### config.mk
export PLATFORM = sky130hd
export DESIGN_NAME = calc_operand_entry
export DESIGN_NICKNAME = d
export VERILOG_FILES = /design/src/rtl/calc_pkg.sv /design/src/rtl/key_debouncer.sv /design/src/rtl/calc_operand_entry.sv
export SDC_FILE = /design/constraint.sdc
export NUM_CORES = 1
export LEC_CHECK = 0
export ABC_CLOCK_PERIOD_IN_PS = 3300
export BUFFER_PORTS_ARGS = -buffer_cell sky130_fd_sc_hd__buf_2
export CAP_MARGIN = 20
export CORE_UTILIZATION = 40
export DETAILED_ROUTE_END_ITERATION = 12
export MAX_ROUTING_LAYER = met4
export PLACE_DENSITY_LB_ADDON = 0.12
export SYNTH_ARGS = -nofsm -noshare
export SYNTH_HDL_FRONTEND = slang
export SYNTH_SLANG_ARGS = --single-unit
### constraint.sdc
create_clock -name i_clk -period 3.3 [get_ports i_clk]
set_input_delay 0.165 -clock i_clk [delete_from_list [all_inputs] [get_ports i_clk]]
set_output_delay 0.165 -clock i_clk [all_outputs]
set_load 0.02 [all_outputs]
### src/rtl/calc_pkg.sv
// rtl/calc_pkg.sv - shared constants and FSM state type for the calculator operand entry path
package calc_pkg;

    localparam int CALC_WIDTH           = 4;
    localparam int CALC_DEBOUNCE_CYCLES = 4;

    typedef enum logic [1:0] {
        S_ENTER_A = 2'd0,
        S_ENTER_B = 2'd1,
        S_SHOW    = 2'd2
    } state_t;

endpackage

### src/rtl/key_debouncer.sv
// rtl/key_debouncer.sv - 2-flop synchronizer, stability debouncer and press pulse for one active-low key
module key_debouncer
    import calc_pkg::*;
#(
    parameter int DEBOUNCE_CYCLES = CALC_DEBOUNCE_CYCLES
) (
    input  logic clk,
    input  logic rst_n,
    input  logic key_n,
    output logic press
);

    localparam int CNT_W = (DEBOUNCE_CYCLES > 2) ? $clog2(DEBOUNCE_CYCLES) : 1;
    localparam int QUIET = DEBOUNCE_CYCLES + 2;
    localparam int QW    = $clog2(QUIET);
    localparam logic [CNT_W-1:0] CNT_MAX   = CNT_W'(DEBOUNCE_CYCLES - 1);
    localparam logic [QW-1:0]    QUIET_MAX = QW'(QUIET - 1);

    logic             sync1, sync2;
    logic             level, level_prev;
    logic [CNT_W-1:0] cnt;
    logic [QW-1:0]    quiet;
    logic             armed;

    always_ff @(posedge clk or negedge rst_n) begin
        if (!rst_n) begin
            sync1      <= 1'b1;
            sync2      <= 1'b1;
            level      <= 1'b1;
            level_prev <= 1'b1;
            cnt        <= '0;
            quiet      <= '0;
            armed      <= 1'b0;
        end else begin
            sync1      <= key_n;
            sync2      <= sync1;
            level_prev <= level;
            if (sync2 != level) begin
                if (cnt == CNT_MAX) begin
                    level <= sync2;
                    cnt   <= '0;
                end else begin
                    cnt <= cnt + 1'b1;
                end
            end else begin
                cnt <= '0;
            end
            // A key held through reset must be seen released (past the sync pipe) before it may fire.
            if (!armed) begin
                if (sync2 && level) begin
                    if (quiet == QUIET_MAX) armed <= 1'b1;
                    else                    quiet <= quiet + 1'b1;
                end else begin
                    quiet <= '0;
                end
            end
        end
    end

    assign press = armed & level_prev & ~level;

endmodule

### src/rtl/calc_operand_entry.sv
// rtl/calc_operand_entry.sv - debounced key entry FSM capturing operands A, B and their registered sum
module calc_operand_entry
    import calc_pkg::*;
#(
    parameter int WIDTH           = CALC_WIDTH,
    parameter int DEBOUNCE_CYCLES = CALC_DEBOUNCE_CYCLES
) (
    input  logic             i_clk,
    input  logic             i_rst_n,
    input  logic [WIDTH-1:0] i_sw,
    input  logic             i_key_enter_n,
    input  logic             i_key_clear_n,
    output logic [WIDTH-1:0] o_a,
    output logic [WIDTH-1:0] o_b,
    output logic [WIDTH:0]   o_sum,
    output logic             o_sum_valid,
    output logic [1:0]       o_state
);

    logic   enter_press, clear_press;
    state_t state;

    key_debouncer #(.DEBOUNCE_CYCLES(DEBOUNCE_CYCLES)) u_enter (
        .clk   (i_clk),
        .rst_n (i_rst_n),
        .key_n (i_key_enter_n),
        .press (enter_press)
    );

    key_debouncer #(.DEBOUNCE_CYCLES(DEBOUNCE_CYCLES)) u_clear (
        .clk   (i_clk),
        .rst_n (i_rst_n),
        .key_n (i_key_clear_n),
        .press (clear_press)
    );

    always_ff @(posedge i_clk or negedge i_rst_n) begin
        if (!i_rst_n) begin
            state       <= S_ENTER_A;
            o_a         <= '0;
            o_b         <= '0;
            o_sum       <= '0;
            o_sum_valid <= 1'b0;
        end else if (clear_press) begin
            state       <= S_ENTER_A;
            o_a         <= '0;
            o_b         <= '0;
            o_sum       <= '0;
            o_sum_valid <= 1'b0;
        end else begin
            case (state)
                S_ENTER_A: if (enter_press) begin
                    o_a   <= i_sw;
                    state <= S_ENTER_B;
                end
                S_ENTER_B: if (enter_press) begin
                    o_b         <= i_sw;
                    o_sum       <= {1'b0, o_a} + {1'b0, i_sw};
                    o_sum_valid <= 1'b1;
                    state       <= S_SHOW;
                end
                S_SHOW: if (enter_press) begin
                    o_a         <= '0;
                    o_b         <= '0;
                    o_sum       <= '0;
                    o_sum_valid <= 1'b0;
                    state       <= S_ENTER_A;
                end
                // Unused encoding: fall back to a clean start.
                default: begin
                    o_a         <= '0;
                    o_b         <= '0;
                    o_sum       <= '0;
                    o_sum_valid <= 1'b0;
                    state       <= S_ENTER_A;
                end
            endcase
        end
    end

    assign o_state = state;

endmodule

==> summary.md, run 1 <==
| Metric | Value |
|---|---|
| WL/cell | `14.2 µm` |
| Critical path's slowest cell | `fa_1` |
| Tot GR Track Use | `16.7%` |
| Syn avg cell area | `around 11 µm²` |
| RSZ-0062 raised after global routing | `false` |
| Post-route setup TNS | `0 ns` |
| Crit-path max FO | `4` |
| Most common cell in the netlist | `dfrtp_1` |
| Largest net degree at the start of global routing | `37` |
| CP endpoint kind | `register` |
| Synth Cell Area | `1680 µm²` |
| Worst reg-to-reg setup slack | `~1.7 ns` |
| Async set or reset register ratio after synthesis | `100%` |
| Outcome | `finished, final reports clean` |
| IO buf count | `23` |
| First-pass GRT wire length | `5.27 mm` |
| DR vias/cell | `roughly 5.3` |
| Yosys cell types | `35` |
| Crit path kind | `reg -> reg` |
| H-Tree Depth | `2` |
| Most frequent cells after synthesis | `dfrtp_1 (28), a21oi_1 (14), ha_1 (12)` |
| Later-pin clock latency in the skew report | `0.28 ns` |
| Pins Over Slew Limit | `0` |
| DIE AREA | `4470 µm²` |
| Nets | `a little over 200` |
| Clock Sinks | `36` |
| Die W | `66.8 µm` |
| F_max | `631 MHz` |
| CTS-repair resized insts | `0` |
| Placed instance area | `1850 µm²` |
| Flops & latches, synth | `36` |
| Max incr delay on CP | `0.40 ns` |
| Hold Startpoint | `i_sw[1]` |
| DRT Pass-1 Iters | `4` |
| Worst Setup SP | `o_a[0]` |
| Pwr/cell area | `527 nW/µm²` |
| Post-synth EDFFs | `0` |
| Final WS setup | `1.71 ns` |
| Syn-to-layout area delta | `16.5%` |
| Req. time, crit path | `3.50 ns` |
| Slew margin rel. | `46.8%` |
| Final setup vio count | `0` |
| Leak Pwr | `0.970 nW` |
| Reg clk slew, reported paths | `roughly 0.07 ns` |
| Initial DRC count | `75` |
| Rows | `23` |
| Fin crit period | `~1.6 ns` |
| Clock Skew | `0.00438 ns` |
| Top post-synthesis cells by area | `dfrtp_1 (42%), dfstp_2 (13%), ha_1 (8.9%), a21oi_1 (4.2%), nand2_1 (2.5%)` |
| Syn. warnings | `0` |
| DP Wirelength | `2.37 mm` |
| Register-to-Register Path Depth | `7` |
| Post-route ant nets | `0` |
| Final std cell area, no fill | `1960 µm²` |
| Vias in the first global route | `between 1000 and 1500` |
| Initial Utilization | `41.7%` |
| Post-synthesis sequential area ratio | `a little over half` |
| GR Overflow Total | `0` |
| Detailed-route via count | `1229` |
| Post-Syn Nets | `173` |
| Final wirelength | `3.33 mm` |
| Origin of the critical flop-to-flop path | `o_a[0]` |
| Ant diodes | `0` |
| Arrival @ worst endpoint | `1.79 ns` |
| DP Worst Slack | `1.77 ns` |
| IO Pins | `24` |
| Ys flop type | `dfrtp_1` |
| Yosys top cell area share | `roughly two fifths` |
| Clk buf depth | `2` |
| Die height | `66.8 µm` |
| Antenna violations before repair | `0` |
| Area leader, netlist | `dfrtp_1` |
| Crit share post-route | `48.0%` |
| CTS Buf Count | `5` |
| Max cap viols | `0` |
| Hold depth | `3` |
| HP Class | `in -> reg` |
| Total core area | `4030 µm²` |
| CP cell instances | `ha_1 > inv_1 > fa_1 > nor2b_1 > o21a_1 > o21ai_1 > a21oi_1` |
| TritonCTS clock tree | `built` |
| Maximum VDD drop | `just under 0.3 mV` |
| Final hold violations | `0` |
| Worst slew pin tran | `0.798 ns` |
| CTS Root Cell | `clkbuf_8` |
| Crit start category | `register` |
| DR DRC count | `0` |
| Post-Synthesis Cells | `152` |
| Ratio of cells with drive above 1 in the final layout | `25.0%` |
| Routability cong. | `0.826` |
==> flip-flops by register name, indices dropped and copies added (netlist names), 2 cells and up <==
| register | flops |
|---|---|
| u_clear.cnt | 2 |
| o_state | 2 |
| o_b | 4 |
| u_enter.quiet | 3 |
| o_sum | 5 |
| u_enter.cnt | 2 |
| o_a | 4 |
| u_clear.quiet | 3 |
==> area by class of cell <==
class                           instances  area, µm²
Timing Repair Buffer                   27        153
Inverter                               12       45.0
Tap cell                               50       62.6
Sequential cell                        36        911
Clock buffer                            8       80.1
Fill cell                             373       2070
Multi-Input combinational cell        101        708
==> worst max-delay path: cells and delay by family (launching register included) <==
kind | cells | cell delay, ns
AO/OA/AOI/OAI | 3 | 0.35
AND/OR/NAND/NOR | 1 | 0.13
buffers and inverters | 1 | 0.05
flip-flops | 1 | 0.39
adder cells (fa/ha/maj) | 2 | 0.58
==> what timing repair did <==
action                    in CTS  in global routing
hold endpoints to repair      30                  0
hold buffers                   3                  0
buffers inserted               0                  0
==> power breakdown <==
group          internal, mW  switching [mW]
clock network         0.150           0.150
registers             0.520          0.0453
logic                0.0884          0.0801
==> layer usage <==
metal  vias up  global-route usage (%)  share of wire [%]
met5         -                       -                  0
met1       587                    18.9                 45
met3         8                    5.14                4.1
met4         0                    8.78                2.2
li1        600                       -                  -
met2        34                    26.3                 48
==> layout by cell type, fill, tap and decap left out, drive strengths merged, types with 2 or more instances in the layout <==
master,netlist,layout
nor3b,3,3
a211oi,2,2
dlygate4sd3,0,3
a22oi,5,5
nand3,6,6
nand2,11,11
nor2,12,12
a22o,2,2
mux2,2,2
a32oi,3,3
a21oi,14,14
inv,12,12
dfrtp,28,28
clkbuf,0,8
buf,3,24
nand3b,3,3
dfstp,8,8
ha,12,12
and2,2,2
and3,4,4
o21ai,9,9
==> path summary, 6_finish.rpt <==
path,endpoint
setup / recovery,o_sum[4]
hold / removal,o_b[1]
setup reg to reg,o_sum[4]
hold reg to reg,u_clear.sync2
max in group asynchronous,o_state[1]
min in group asynchronous,o_sum[2]
==> cells by family (layout without fill, tap and decap cells) <==
logic type      Yosys count  in the layout  share of synthesized area, %
flops                    36             36                          54.2
buf+inv                  15             47                          3.72
fa+ha+maj                14             14                          10.8
mux                       2              2                          1.34
simple gates             44             44                          14.6
xor+xnor                  1              1                         0.521
compound gates           40             40                          14.9
==> metrics by stage <==
step | power [mW] | instances | hold slack [ns] | utilization (%)
3_3_place_gp | 0.725 | 223 | 0.271 | 45.9
5_1_grt | 1.10 | 234 | 0.210 | 48.6
2_1_floorplan | 0.688 | 152 | -0.131 | -
3_5_place_dp | 0.741 | 223 | 0.271 | 45.9
6_report | 1.03 | 234 | 0.175 | 48.6
4_1_cts | 1.05 | 234 | 0.160 | 48.6
Power figures use the tool's default switching activity.
==> run 2, diff against run 1 <==
--- a/config.mk
+++ b/config.mk
@@ -5,7 +5,7 @@
 export SDC_FILE = /design/constraint.sdc
 export NUM_CORES = 1
 export LEC_CHECK = 0
-export ABC_CLOCK_PERIOD_IN_PS = 3300
+export ABC_CLOCK_PERIOD_IN_PS = 1290
 export BUFFER_PORTS_ARGS = -buffer_cell sky130_fd_sc_hd__buf_2
 export CAP_MARGIN = 20
 export CORE_UTILIZATION = 40
==> constraint.sdc (replaced) <==
create_clock -name i_clk -period 1.29 [get_ports i_clk]
set_input_delay 0.0645 -clock i_clk [delete_from_list [all_inputs] [get_ports i_clk]]
set_output_delay 0.0645 -clock i_clk [all_outputs]
set_load 0.02 [all_outputs]
==> summary.md, run 2 (same netlist as run 1, synthesis figures left out) <==
| Metric | Value |
|---|---|
| Max cap viols | `0` |
| HP Class | `in -> reg` |
| Fin crit period | `1.41 ns` |
| Maximum VDD drop | `0.825 mV` |
| Outcome | `finished with violations` |
| Final WS setup | `-0.116 ns` |
| Post-route setup TNS | `-1.18 ns` |
| RSZ-0062 raised after global routing | `true` |
| Clock Skew | `0.00487 ns` |
| Tot Pwr | `~3 mW` |
| WL/cell | `14.9 µm` |
| IO Pins | `24` |
| Clk buf depth | `2` |
| Reg with most FFs | `o_sum` |
| DRT Pass-1 Iters | `4` |
| Initial DRC count | `77` |
| First-pass GRT wire length | `roughly 6.0 mm` |
| DR vias/cell | `5.33` |
| DR DRC count | `0` |
| IO buf count | `23` |
| DIE AREA | `4470 µm²` |
| Die W | `66.8 µm` |
| Arrival @ worst endpoint | `1.62 ns` |
| Later-pin clock latency in the skew report | `0.28 ns` |
| Routing usage on met3 | `6.68%` |
| Most Crowded Layer GR | `met2` |
| CTS Buf Count | `5` |
| Total core area | `about 4000 µm²` |
| Crit start category | `register` |
| Crit share post-route | `109%` |
| Final setup vio count | `15` |
| Detailed-route via count | `1337` |
| Req. time, crit path | `1.50 ns` |
| Pins Over Slew Limit | `0` |
| Reg clk slew, reported paths | `approximately 0.070 ns` |
| CTS Root Cell | `clkbuf_8` |
| Final wirelength | `about 3.7 mm` |
| Post-route ant nets | `0` |
| H-Tree Depth | `2` |
| CP endpoint kind | `register` |
| Failing checks | `setup timing` |
| DP Wirelength | `about 2.5 mm` |
| GR Overflow Total | `0` |
| Initial Utilization | `41.7%` |
| Crit-path max FO | `2` |
| Most frequent cells in the layout | `dfrtp_1 (24), buf_2 (23), buf_4 (15)` |
| Hold WS | `between 0.09 and 0.1 ns` |
| Crit path kind | `reg -> reg` |
| DP Worst Slack | `-0.129 ns` |
| Pwr/cell area | `1310 nW/µm²` |
| Tot GR Track Use | `19.4%` |
| Die height | `between 60 and 70 µm` |
| Slew margin rel. | `approximately 70%` |
| Routability cong. | `0.851` |
| TritonCTS clock tree | `built` |
| Leak Pwr | `1.10 nW` |
| Ratio of cells with drive above 1 in the final layout | `45.8%` |
| Final hold violations | `0` |
| Biggest regs | `o_sum x5, o_a x4, o_b x4` |
| Most common cell after layout, fill and taps aside | `dfrtp_1` |
| Ant diodes | `0` |
| Clock Sinks | `36` |
| Global-route met2 utilization | `32.7%` |
| Vias in the first global route | `1326` |
| Grt met1 use | `about a fifth` |
| Fill cells | `359` |
| Worst slew pin tran | `0.449 ns` |
| Nets | `222` |
| Rows | `23` |
| Antenna violations before repair | `0` |
| Max reg flops | `5` |
| Syn-to-layout area delta | `36.7%` |
| Largest net degree at the start of global routing | `37` |
| F_max | `approximately 710 MHz` |
## run 2: cell types whose count changed in the layout (fill, tap and decap cells not counted), sizes merged
cell,delta
buf,+17
clkbuf,-1
maj3,+1
## run 2: final timing paths
| check | slack, ns | startpoint | endpoint | cells past startpoint |
|---|---|---|---|---|
| min in group asynchronous | 0.35 | i_rst_n | o_sum[1] | 3 |
| max in group asynchronous | 0.59 | i_rst_n | u_enter.sync2 | 3 |
| worst min register to register | 0.36 | u_clear.sync1 | u_clear.sync2 | 0 |
| worst max register to register | -0.12 | o_a[0] | o_sum[4] | 7 |
| worst max-delay path | -0.12 | o_a[0] | o_sum[4] | 7 |
| worst min-delay path | 0.1 | i_sw[1] | o_b[1] | 3 |
## run 2: layer usage
layer | vias up | wire (µm)
li1 | 641 | -
met1 | 646 | 1530
met2 | 35 | 1910
met3 | 15 | 171
met4 | 0 | 138
met5 | - | 0
## run 2: power by group
part / switching (mW) / internal, mW / total (mW)
sequential: 0.135 / 1.33 / 1.47
combinational: 0.276 / 0.416 / 0.692
clock: 0.377 / 0.475 / 0.852
total: 0.787 / 2.22 / 3.01
## run 2: cell type report
cell class              count  area [µm²]  share of cell area, %
inverters                  12        45.0                   1.96
multi-input cells         102         878                   38.2
flip-flops and latches     36         916                   39.8
well taps                  50        62.6                   2.72
repair buffers             44         300                   13.1
clock buffers               7        96.3                   4.19
## run 2: what timing repair did
| item | 4_1_cts | 5_1_grt |
|---|---|---|
| pin swaps | 5 | 9 |
| hold buffers | 3 | 0 |
| cloned | 1 | 0 |
| gates resized for setup | 7 | 21 |
| setup buffers | 1 | 4 |
| endpoints found under the setup margin | 18 | 21 |
| hold endpoints to repair | 30 | 0 |
## run 2: metrics by stage
stage	std cells	instance area (µm²)	util, %
finish	251	2300	57.0
global route	251	2300	57.0
CTS	247	2170	53.8
detailed placement	235	1980	49.3
global placement	235	1980	49.3
floorplan	152	1720	-
## run 2: worst max-delay path, stage by stage, from the launching register on
cell and delay [ns]:
dfrtp_2 0.39, ha_4 0.14, inv_2 0.03, fa_2 0.34, nor2b_1 0.13, o21a_1 0.12
o21ai_1 0.05, a21oi_1 0.13
==> run 3, diff against run 2 <==
--- a/config.mk
+++ b/config.mk
@@ -5,6 +5,7 @@
 export SDC_FILE = /design/constraint.sdc
 export NUM_CORES = 1
 export LEC_CHECK = 0
+export ABC_AREA = 1
 export ABC_CLOCK_PERIOD_IN_PS = 1290
 export BUFFER_PORTS_ARGS = -buffer_cell sky130_fd_sc_hd__buf_2
 export CAP_MARGIN = 20
==> summary.md, run 3 <==
| Metric | Value |
|---|---|
| DIE AREA | `4380 µm²` |
| Ratio of cells with drive above 1 in the final layout | `a little over two fifths` |
| Switching share of power | `35.2%` |
| Arrival @ worst endpoint | `1.59 ns` |
| Slew margin rel. | `71.8%` |
| Max incr delay on CP | `0.43 ns` |
| Top post-synthesis cells by area | `dfrtp_1 (43%), dfstp_2 (13%), nand2_1 (12%), ha_1 (9.1%), inv_1 (3.2%)` |
| Most frequent cells in the layout | `nand2_1 (37), dfrtp_1 (27), buf_2 (23)` |
| Most common cell after layout, fill and taps aside | `nand2_1` |
| DR vias/cell | `4.73` |
| Die height | `around 66 µm` |
| CTS Root Cell | `clkbuf_8` |
| WL/cell | `12.2 µm` |
| Vias in the first global route | `~1200` |
| Initial Utilization | `between 40% and 50%` |
| Initial DRC count | `90` |
| DRT Pass-1 Iters | `4` |
| Detailed-route via count | `~1200` |
| Crit start category | `register` |
| Cell Int Power | `2.44 mW` |
| Flops & latches, synth | `36` |
| IO Pins | `24` |
| Final WS setup | `-0.0684 ns` |
| Post-synthesis sequential area ratio | `55.3%` |
| CP cell instances | `ha_4 > inv_2 > fa_2 > or2_0 > nand2_1` |
| Clock share of power | `20.1%` |
| Post-Syn Nets | `182` |
| Worst reg-to-reg setup slack | `-0.07 ns` |
| Req. time, crit path | `1.52 ns` |
| IO buf count | `23` |
| Die W | `about 66 µm` |
| Area leader, netlist | `dfrtp_1` |
| Reg clk slew, reported paths | `0.07 ns` |
| Largest net degree at the start of global routing | `20` |
| Clock Sinks | `36` |
| H-Tree Depth | `2` |
| Switch Pwr | `between 1 and 1.5 mW` |
| Failing checks | `setup timing` |
| CTS Buf Count | `5` |
| Outcome | `finished with violations` |
| Syn avg cell area | `about 10 µm²` |
| Pins Over Slew Limit | `0` |
| Max reg flops | `5` |
| GR Overflow Total | `0` |
| DR DRC count | `0` |
| Final hold violations | `0` |
| Async set or reset register ratio after synthesis | `100%` |
| Critical path buffers and inverters | `1` |
| Placed instance area | `1870 µm²` |
| DP Wirelength | `2.17 mm` |
| Reg with most FFs | `o_sum` |
| Yosys top cell area share | `42.6%` |
| Crit path kind | `reg -> reg` |
| Final wirelength | `slightly above 3 mm` |
| Nets | `227` |
| Tot GR Track Use | `17.3%` |
| Fin crit period | `around 1.4 ns` |
| Biggest regs | `o_sum x5, o_a x4, o_b x4` |
| Antenna violations before repair | `0` |
| Comb power frac | `34.8%` |
| Critical path's slowest cell | `dfrtp_2` |
| Most frequent cells after synthesis | `nand2_1 (52), dfrtp_1 (28), inv_1 (14)` |
| CP endpoint kind | `register` |
| Hold Startpoint | `i_sw[2]` |
| TritonCTS clock tree | `built` |
| Syn. warnings | `0` |
| Tot Pwr | `3.76 mW` |
| Crit-path max FO | `2` |
| Maximum VDD drop | `about 0.9 mV` |
| Post-route ant nets | `0` |
| Clk buf depth | `2` |
| Leak Pwr | `about 0.99 nW` |
| Synth Cell Area | `1650 µm²` |
| DP Worst Slack | `-0.0253 ns` |
| Final Util | `56.3%` |
| Total core area | `between 3000 and 4000 µm²` |
| Final setup vio count | `7` |
| First-pass GRT wire length | `5.40 mm` |
| HP Class | `in -> reg` |
| Most common cell in the netlist | `nand2_1` |
| Post-synth EDFFs | `0` |
| Yosys cell types | `27` |
| Rows | `22` |
| Pwr/cell area | `1760 nW/µm²` |
| Worst slew pin tran | `0.422 ns` |
| Clock Skew | `0.00468 ns` |
| Crit share post-route | `105%` |
| Top delay family on crit path | `adder cells` |
| F_max | `around 740 MHz` |
| Register-to-Register Path Depth | `5` |
| Hold depth | `3` |
| FF-to-FF End | `o_sum[1]` |
| Hold endpoint | `o_b[2]` |
| RSZ-0062 raised after global routing | `true` |
| Ys flop type | `dfrtp_1` |
| Sequential power share | `approximately 45%` |
| Final std cell area, no fill | `approximately 2100 µm²` |
| Syn-to-layout area delta | `29.9%` |
| Ant diodes | `0` |
| Origin of the critical flop-to-flop path | `o_a[0]` |
| Max cap viols | `0` |
| Post-Synthesis Cells | `161` |
| Later-pin clock latency in the skew report | `0.28 ns` |
| Routability cong. | `0.781` |
| Post-route setup TNS | `-0.187 ns` |
[run 3: cell types whose count changed after synthesis, moves of 3 or more]
cell     before  now
a21oi_1      14    6
a22oi_1       5    0
a32oi_1       3    0
and3_1        4    0
inv_1         9   14
nand2_1      11   52
nand3_2       0    3
nand3_4       0    3
nor2_1       11    4
o21ai_1       5    1
[run 3: cell type report]
cell class,instances,area [µm²]
clock buffer,7,76.3
clock inverter,1,5.00
fill,349,1660
inverter,18,70.1
multi-input combinational,108,785
sequential,36,912
tap,48,60.1
timing repair buffer,37,231
[run 3: timing repair]
action | in CTS | in global routing
endpoints found under the setup margin | 4 | 18
pin swaps | 1 | 10
hold endpoints to repair | 15 | 0
hold buffers | 3 | 0
gates resized for setup | 3 | 28
buffers inserted | 1 | 5
cloned | 0 | 1
[run 3: tightest hold or removal path, delay by kind of cell]
kind | cells | cell delay (ns)
buffers and inverters | 1 | 0.11
AND/OR/NAND/NOR | 2 | 0.10
[run 3: worst max-delay path by stage]
stage | start | to | slack [ns] | depth (start not counted)
2_1_floorplan | o_a[0] | o_sum[1] | -0.07 | 5
3_3_place_gp | o_a[0] | o_sum[1] | -0.02 | 5
3_5_place_dp | o_a[0] | o_sum[1] | -0.03 | 5
4_1_cts | o_a[0] | o_sum[1] | -0.04 | 5
5_1_grt | u_clear.level_prev | o_b[2] | -0.10 | 6
6_report | o_a[0] | o_sum[1] | -0.07 | 5
[run 3: power by group through the flow]
stage,Clock (mW),Combinational [mW],Sequential [mW]
after global routing,0.834,1.49,1.74
after global placement,0,1.10,1.68
final,0.755,1.31,1.70
after floorplan,0,0.597,1.85
after CTS,0.787,1.18,1.68
after detailed placement,0,1.12,1.70
[run 3: cell families after synthesis]
kind of cell | synth area share, %
buf+inv | 4.10
flops | 55.3
simple gates | 23.6
compound gates | 5.02
fa+ha+maj | 10.3
mux | 0.608
xor+xnor | 1.06
[run 3: stage by stage]
step	cells	hold slack (ns)
floorplan	161	-0.231
global placement	237	0.0316
detailed placement	237	0.0239
CTS	249	0.00485
global route	255	0.0416
finish	255	0.0184
[run 3: metal layers]
metal	vias up	track usage (%)	share of wire, %
met5	-	-	0
li1	609	-	-
met2	23	29.6	52
met1	569	18.6	43
met4	0	7.71	1.7
met3	6	5.00	4.0
